## src/rtl/apes_tlm_pkg.sv

```systemverilog
// Shared definitions for the GSE telemetry master: FSM encoding and default link geometry.
package apes_tlm_pkg;

  typedef enum logic [2:0] {
    ST_IDLE,
    ST_LOAD,
    ST_HI,
    ST_LO,
    ST_GAP
  } tlm_state_e;

  localparam int DEF_BITS      = 10;
  localparam int DEF_WORDS     = 52;
  localparam int DEF_HALF_CYC  = 5;
  localparam int DEF_LOAD_CYC  = 5;
  localparam int DEF_GAP_CYC   = 64;
  localparam logic [DEF_BITS-1:0] DEF_SYNC_WORD = 10'h2E5;

  // Largest phase length sets the width of the shared phase counter.
  function automatic int max3(input int a, input int b, input int c);
    int m;
    m = a;
    if (b > m) m = b;
    if (c > m) m = c;
    return m;
  endfunction

endpackage

```

## src/rtl/tlm_shift_rx.sv

```systemverilog
// Serial-to-parallel receiver: shifts Cnt_Data in MSB first on each sample enable and
// flags when a full BITS-wide word has been collected.
module tlm_shift_rx
  import apes_tlm_pkg::*;
#(
  parameter int BITS = DEF_BITS
) (
  input  logic            clk,
  input  logic            rst,
  input  logic            clr,
  input  logic            sample_en,
  input  logic            din,
  output logic [BITS-1:0] word,
  output logic            word_complete
);

  localparam int BC_W = $clog2(BITS);
  localparam logic [BC_W-1:0] BIT_LAST = BC_W'(BITS - 1);

  logic [BC_W-1:0] bit_cnt;

  // NOTE: sequential state uses <= so every register updates from pre-edge values.
  always_ff @(posedge clk) begin
    if (rst) begin
      word          <= '0;
      bit_cnt       <= '0;
      word_complete <= 1'b0;
    end else if (clr) begin
      bit_cnt       <= '0;
      word_complete <= 1'b0;
    end else if (sample_en) begin
      word <= {word[BITS-2:0], din};
      if (bit_cnt == BIT_LAST) begin
        bit_cnt       <= '0;
        word_complete <= 1'b1;
      end else begin
        bit_cnt <= bit_cnt + 1'b1;
      end
    end
  end

endmodule

```

## src/rtl/tlm_gse_master.sv

```systemverilog
// GSE-side telemetry master: drives Cnt_Invload/Cnt_Gtclk, collects words and frames.
// Optional word-0 sync comparator enabled by defining TLM_SYNC_CHECK_EN.
module tlm_gse_master
  import apes_tlm_pkg::*;
#(
  parameter int BITS     = DEF_BITS,
  parameter int WORDS    = DEF_WORDS,
  parameter int HALF_CYC = DEF_HALF_CYC,
  parameter int LOAD_CYC = DEF_LOAD_CYC,
  parameter int GAP_CYC  = DEF_GAP_CYC,
`ifdef TLM_SYNC_CHECK_EN
  parameter logic [BITS-1:0] SYNC_WORD = BITS'(DEF_SYNC_WORD),
`endif
  localparam int IDX_W = (WORDS > 1) ? $clog2(WORDS) : 1
) (
  input  logic             Ext_clk_50mhz,
  input  logic             Gse_reset,
  input  logic             start,
  input  logic             continuous,
  input  logic             abort,
  input  logic             Cnt_Data,
  output logic             Cnt_Gtclk,
  output logic             Cnt_Invload,
  output logic             busy,
  output logic [BITS-1:0]  word_data,
  output logic             word_valid,
  output logic [IDX_W-1:0] word_idx,
  output logic             frame_done,
  output logic             sync_err
);

  localparam int PH_MAX = max3(LOAD_CYC, HALF_CYC, GAP_CYC);
  localparam int PH_W   = $clog2(PH_MAX + 1);
  localparam logic [PH_W-1:0]  LOAD_LAST = PH_W'(LOAD_CYC - 1);
  localparam logic [PH_W-1:0]  HALF_LAST = PH_W'(HALF_CYC - 1);
  localparam logic [PH_W-1:0]  GAP_LAST  = PH_W'((GAP_CYC > 0) ? GAP_CYC - 1 : 0);
  localparam logic [IDX_W-1:0] WORD_LAST = IDX_W'(WORDS - 1);

  tlm_state_e      state;
  logic [PH_W-1:0] ph_cnt;
  logic [IDX_W-1:0] word_cnt;
  logic            ph_last;
  logic            sample_en;
  logic            word_complete;
  logic            word_end;
  logic [BITS-1:0] rx_word;

  // NOTE: default first so no path through the case leaves ph_last unassigned (no latch).
  always_comb begin
    ph_last = 1'b0;
    case (state)
      ST_LOAD:      ph_last = (ph_cnt == LOAD_LAST);
      ST_HI, ST_LO: ph_last = (ph_cnt == HALF_LAST);
      ST_GAP:       ph_last = (ph_cnt == GAP_LAST);
      default:      ph_last = 1'b0;
    endcase
  end

  // Data is taken on the last HI cycle, just before Gtclk falls and the readout shifts.
  assign sample_en = (state == ST_HI) && ph_last;
  assign word_end  = (state == ST_LO) && ph_last && word_complete;

  tlm_shift_rx #(.BITS(BITS)) u_rx (
    .clk           (Ext_clk_50mhz),
    .rst           (Gse_reset),
    .clr           (state == ST_LOAD),
    .sample_en     (sample_en),
    .din           (Cnt_Data),
    .word          (rx_word),
    .word_complete (word_complete)
  );

  always_ff @(posedge Ext_clk_50mhz) begin
    if (Gse_reset) begin
      state       <= ST_IDLE;
      ph_cnt      <= '0;
      word_cnt    <= '0;
      Cnt_Gtclk   <= 1'b0;
      Cnt_Invload <= 1'b1;
      busy        <= 1'b0;
      word_data   <= '0;
      word_valid  <= 1'b0;
      word_idx    <= '0;
      frame_done  <= 1'b0;
    end else begin
      word_valid <= 1'b0;
      frame_done <= 1'b0;
      if (abort) begin
        // word_data keeps the last complete word; the partial word is dropped.
        state       <= ST_IDLE;
        ph_cnt      <= '0;
        word_cnt    <= '0;
        Cnt_Gtclk   <= 1'b0;
        Cnt_Invload <= 1'b1;
        busy        <= 1'b0;
        word_idx    <= '0;
      end else begin
        case (state)
          ST_IDLE: begin
            if (start) begin
              state       <= ST_LOAD;
              ph_cnt      <= '0;
              word_cnt    <= '0;
              Cnt_Invload <= 1'b0;
              busy        <= 1'b1;
            end
          end
          ST_LOAD: begin
            if (ph_last) begin
              state       <= ST_HI;
              ph_cnt      <= '0;
              Cnt_Invload <= 1'b1;
              Cnt_Gtclk   <= 1'b1;
            end else begin
              ph_cnt <= ph_cnt + 1'b1;
            end
          end
          ST_HI: begin
            if (ph_last) begin
              state     <= ST_LO;
              ph_cnt    <= '0;
              Cnt_Gtclk <= 1'b0;
            end else begin
              ph_cnt <= ph_cnt + 1'b1;
            end
          end
          ST_LO: begin
            if (!ph_last) begin
              ph_cnt <= ph_cnt + 1'b1;
            end else if (!word_complete) begin
              state     <= ST_HI;
              ph_cnt    <= '0;
              Cnt_Gtclk <= 1'b1;
            end else begin
              ph_cnt     <= '0;
              word_valid <= 1'b1;
              word_data  <= rx_word;
              word_idx   <= word_cnt;
              if (word_cnt != WORD_LAST) begin
                word_cnt    <= word_cnt + 1'b1;
                state       <= ST_LOAD;
                Cnt_Invload <= 1'b0;
              end else begin
                word_cnt   <= '0;
                frame_done <= 1'b1;
                if (!continuous) begin
                  state <= ST_IDLE;
                  busy  <= 1'b0;
                end else if (GAP_CYC == 0) begin
                  state       <= ST_LOAD;
                  Cnt_Invload <= 1'b0;
                end else begin
                  state <= ST_GAP;
                end
              end
            end
          end
          ST_GAP: begin
            if (ph_last) begin
              state       <= ST_LOAD;
              ph_cnt      <= '0;
              Cnt_Invload <= 1'b0;
            end else begin
              ph_cnt <= ph_cnt + 1'b1;
            end
          end
          default: begin
            state       <= ST_IDLE;
            ph_cnt      <= '0;
            Cnt_Gtclk   <= 1'b0;
            Cnt_Invload <= 1'b1;
            busy        <= 1'b0;
          end
        endcase
      end
    end
  end

`ifdef TLM_SYNC_CHECK_EN
  // Sticky until reset or an accepted start; only word 0 of each frame is compared.
  always_ff @(posedge Ext_clk_50mhz) begin
    if (Gse_reset) begin
      sync_err <= 1'b0;
    end else if ((state == ST_IDLE) && start && !abort) begin
      sync_err <= 1'b0;
    end else if (word_end && !abort && (word_cnt == '0) && (rx_word != SYNC_WORD)) begin
      sync_err <= 1'b1;
    end
  end
`else
  assign sync_err = 1'b0;
`endif

endmodule

```

## config.mk

```make
export PLATFORM = sky130hd
export DESIGN_NAME = tlm_gse_master
export DESIGN_NICKNAME = d
export VERILOG_FILES = /design/src/rtl/apes_tlm_pkg.sv /design/src/rtl/tlm_shift_rx.sv /design/src/rtl/tlm_gse_master.sv
export SDC_FILE = /design/constraint.sdc
export NUM_CORES = 1
export LEC_CHECK = 0
export ABC_AREA = 1
export CORE_MARGIN = 10
export CORE_UTILIZATION = 56
export CTS_CLUSTER_DIAMETER = 40
export DETAILED_ROUTE_END_ITERATION = 7
export GPL_ROUTABILITY_DRIVEN = 0
export GPL_TIMING_DRIVEN = 0
export MAX_ROUTING_LAYER = met4
export PLACE_DENSITY = 0.79
export SYNTH_ARGS = -nofsm -noshare
export SYNTH_HDL_FRONTEND = slang
export SYNTH_SLANG_ARGS = --single-unit
```

## constraint.sdc

```tcl
create_clock -name Ext_clk_50mhz -period 1.82 [get_ports Ext_clk_50mhz]
set_input_delay 0.364 -clock Ext_clk_50mhz [delete_from_list [all_inputs] [get_ports Ext_clk_50mhz]]
set_output_delay 0.364 -clock Ext_clk_50mhz [all_outputs]
set_load 0.01 [all_outputs]
```

==> run metrics <==
critical path class=register to register; boundary pin count=28; global-route wire length before repair=8980 µm; number of nets at the end of the flow=397; Clk pin slew, worst setup/hold paths=0.10 ns; top post-synthesis cells by count=68 x nand2_1, 67 x nor2_1, 52 x dfxtp_1, 46 x inv_1, 23 x a21oi_1; relative contribution of sequential cells to total power=0.469; final routed wirelength across all metal layers=5350 µm; category of the worst setup path capture point=register; number of violations reported at the end of detailed-routing iteration 0=126; cell type of the slowest stage on the worst timing path=dfxtp_1; remaining routing DRC violations=0; Final Util=0.691; most common cell in the netlist=nand2_1; Clk pwr share=0.430; sum of overflow across all layers after global routing=0; Hold Fails Final Rpt=0; count of max-cap constraint violations=0; fraction of layout instances using a drive strength above 1=0.121; number of fill cells=371; outcome=completed; Hold WC Path Type=register to register; delay of the slowest cell on the worst path=0.39 ns; Total Routing Usage GR=0.145; Post-CTS Hold Fix Bufs=0; worst hold start=word_idx[5]; latest clock arrival within the worst-skew pair=0.31 ns; highest fanout seen on the critical path=10; CP startpoint=state[2]; Placed Instance Area=0.00283 mm²; Tcrit/Tclk final=0.934; Clock Sink Count=52; Slew Limit Fails=0; vias in the first global route=2001; horizontal die dimension=86.9 µm; HPWL after detailed placement=3810 µm; LEAKAGE=1.38 nW; ant diodes=0; Post-Synthesis Mean Instance Area=7.07 µm²; required time at the endpoint of the critical path=2.03 ns; Post-synth EDFFs=0; unique cell type count in the Yosys netlist=35; Final Instance Area=0.00301 mm²; internal power consumption=1.94 mW; Final Critical Period=1.70 ns; number of optimization iterations in the first detailed-route pass=5; Core Area=0.00435 mm²; sequential-to-total area share from yosys stat=0.416; number of instances in the synthesized netlist=354; die area=0.00755 mm²; Fmax achieved=588 MHz; crit path cell chain=nor2_2 -> nand2_4 -> nand3_2 -> nand2_1 -> inv_2 -> nand2_8 -> nor2_8 -> inv_2 -> buf_4 -> nor2_1 -> nor2_1; smallest hold slack=0.446 ns; startpoint of the worst-slack reg-to-reg timing path=state[2]; final-report setup violation count=0; number of nets still failing antenna checks after routing=0; arrival time of the worst setup path=1.91 ns; number of standard-cell rows in the floorplan=24; switching power=0.561 mW; share of synthesized flip-flops with an asynchronous set or reset=0; combinational group share of total power=0.101; post-synthesis instance area=0.00250 mm²; vertical die dimension=86.9 µm; count of yosys warnings during synthesis=0; CTS tree=built; Buf/Inv on CP=3; switching share of power=0.225; Area Overhead vs Synth=20.2%; top-area cell type share of the netlist area=0.416; largest net degree at the start of global routing=17; via/cell ratio=5.19; worst-case setup slack after placement=-0.244 ns; total area of multi-input combinational cells=0.00121 mm²; power density of the placed cells=829 mW/mm²; number of storage elements in the synthesis netlist=52; footprint of the flip-flops and latches=0.00104 mm²; maximum count of clock buffers along a single path=2; initial core utilization=0.575; number of buffers added by the clock tree synthesis step=5; kind of cell adding the most delay to the critical path=simple AND/OR/NAND/NOR gates; Final Total Pwr=2.50 mW; number of nets in the synthesized netlist=362; cell at the root of the clock tree=clkbuf_8; wire per inst=12.1 µm; CP Launch Type=register; main flop type after synthesis=dfxtp_1; number of antenna violations at the first check in global routing=0; top cell type by total area after synthesis=dfxtp_1; count of buffers from port buffering=26; top cells by area in the synthesized netlist=dfxtp_1 42%, nand2_1 10%, nor2_1 10%; final setup skew=0.00678 ns; via count of the routed design=2295; fin worst setup slack=0.120 ns; deepest level of the CTS H-tree=2; VDD IR-drop max=0.000491 V
[repair_timing]
action / CTS / global route
endpoints found under the setup margin: 0 / 19
buffers inserted: 0 / 2
gates resized for setup: 0 / 7
[layout by cell type, fill, tap and decap left out, types with 2 or more instances in the layout]
master and instances:
buf_6 2, nand3_1 19, nor2_2 2, ha_1 2, clkbuf_8 5, o21ai_0 18, buf_2 3, nand2_1 67
o21ai_1 2, clkdlybuf4s50_1 26, nor2_1 66, nand4_1 8, nand2_2 7, nand3_2 3, nor3_1 4, dfxtp_1 51
nand2_4 3, buf_4 5, xnor2_1 3, bufinv_16 3, inv_2 3, inv_1 46, xor2_1 2, a21oi_1 23
[worst min-delay path, stage by stage, from the launching register on]
cell     delay [ns]
dfxtp_1        0.32
inv_1          0.04
a21oi_1        0.05
[kinds of logic (layout without fill, tap and decap cells)]
group,after synthesis,in the layout,share of synthesized area
adder cells (fa/ha/maj),2,2,0.00999
buffers and inverters,60,96,0.103
other,1,1,0.00150
XOR/XNOR,5,5,0.0175
AO/OA/AOI/OAI,45,45,0.0925
AND/OR/NAND/NOR,189,189,0.360
flip-flops,52,52,0.416
[path summary, 6_finish.rpt]
kind | slack [ns] | cells after the start | to
worst min register to register | 0.45 | 2 | word_idx[5]
worst max register to register | 0.12 | 11 | u_rx.word[8]
worst min-delay path | 0.45 | 2 | word_idx[5]
worst max-delay path | 0.12 | 11 | u_rx.word[8]
[power groups by stage]
| stage | Clock, mW | Sequential, mW | Combinational, mW |
|---|---|---|---|
| 6_report | 1.07 | 1.17 | 0.253 |
| 5_1_grt | 1.12 | 1.17 | 0.283 |
| 4_1_cts | 1.09 | 1.17 | 0.241 |
| 3_5_place_dp | 0 | 1.20 | 0.237 |
| 3_3_place_gp | 0 | 1.19 | 0.236 |
| 2_1_floorplan | 0 | 1.20 | 0.173 |
[stage by stage]
step / TNS (ns) / instances
2_1_floorplan: 0 / 354
3_3_place_gp: -1.55 / 432
3_5_place_dp: -1.67 / 432
4_1_cts: 0 / 440
5_1_grt: -0.0198 / 442
6_report: 0 / 442
[flip-flops by register name, summed over array words and instances (netlist names)]
name,count
u_rx.word,10
word_data,10
ph_cnt,7
word_cnt,6
word_idx,6
u_rx.bit_cnt,4
state,3
Cnt_Gtclk,1
Cnt_Invload,1
busy,1
frame_done,1
u_rx.word_complete,1
word_valid,1
[cell type report]
class	count	share of cell area
clock inverter	3	0.0299
buffer	10	0.0229
timing repair buffer	28	0.0914
inverter	50	0.0632
sequential	52	0.346
clock buffer	5	0.0229
multi-input combinational	242	0.402
tap	52	0.0216
[per-layer routing]
| layer | vias to the layer above | wire length, µm | track usage | share of wire |
|---|---|---|---|---|
| met2 | 62 | 2600 | 0.235 | 0.49 |
| met1 | 1049 | 2410 | 0.171 | 0.45 |
| met3 | 5 | 309 | 0.0365 | 0.058 |
| li1 | 1179 | - | - | - |
| met4 | 0 | 30 | 0.0501 | 0.0056 |
| met5 | - | 0 | - | 0 |
Power figures use the tool's default switching activity.
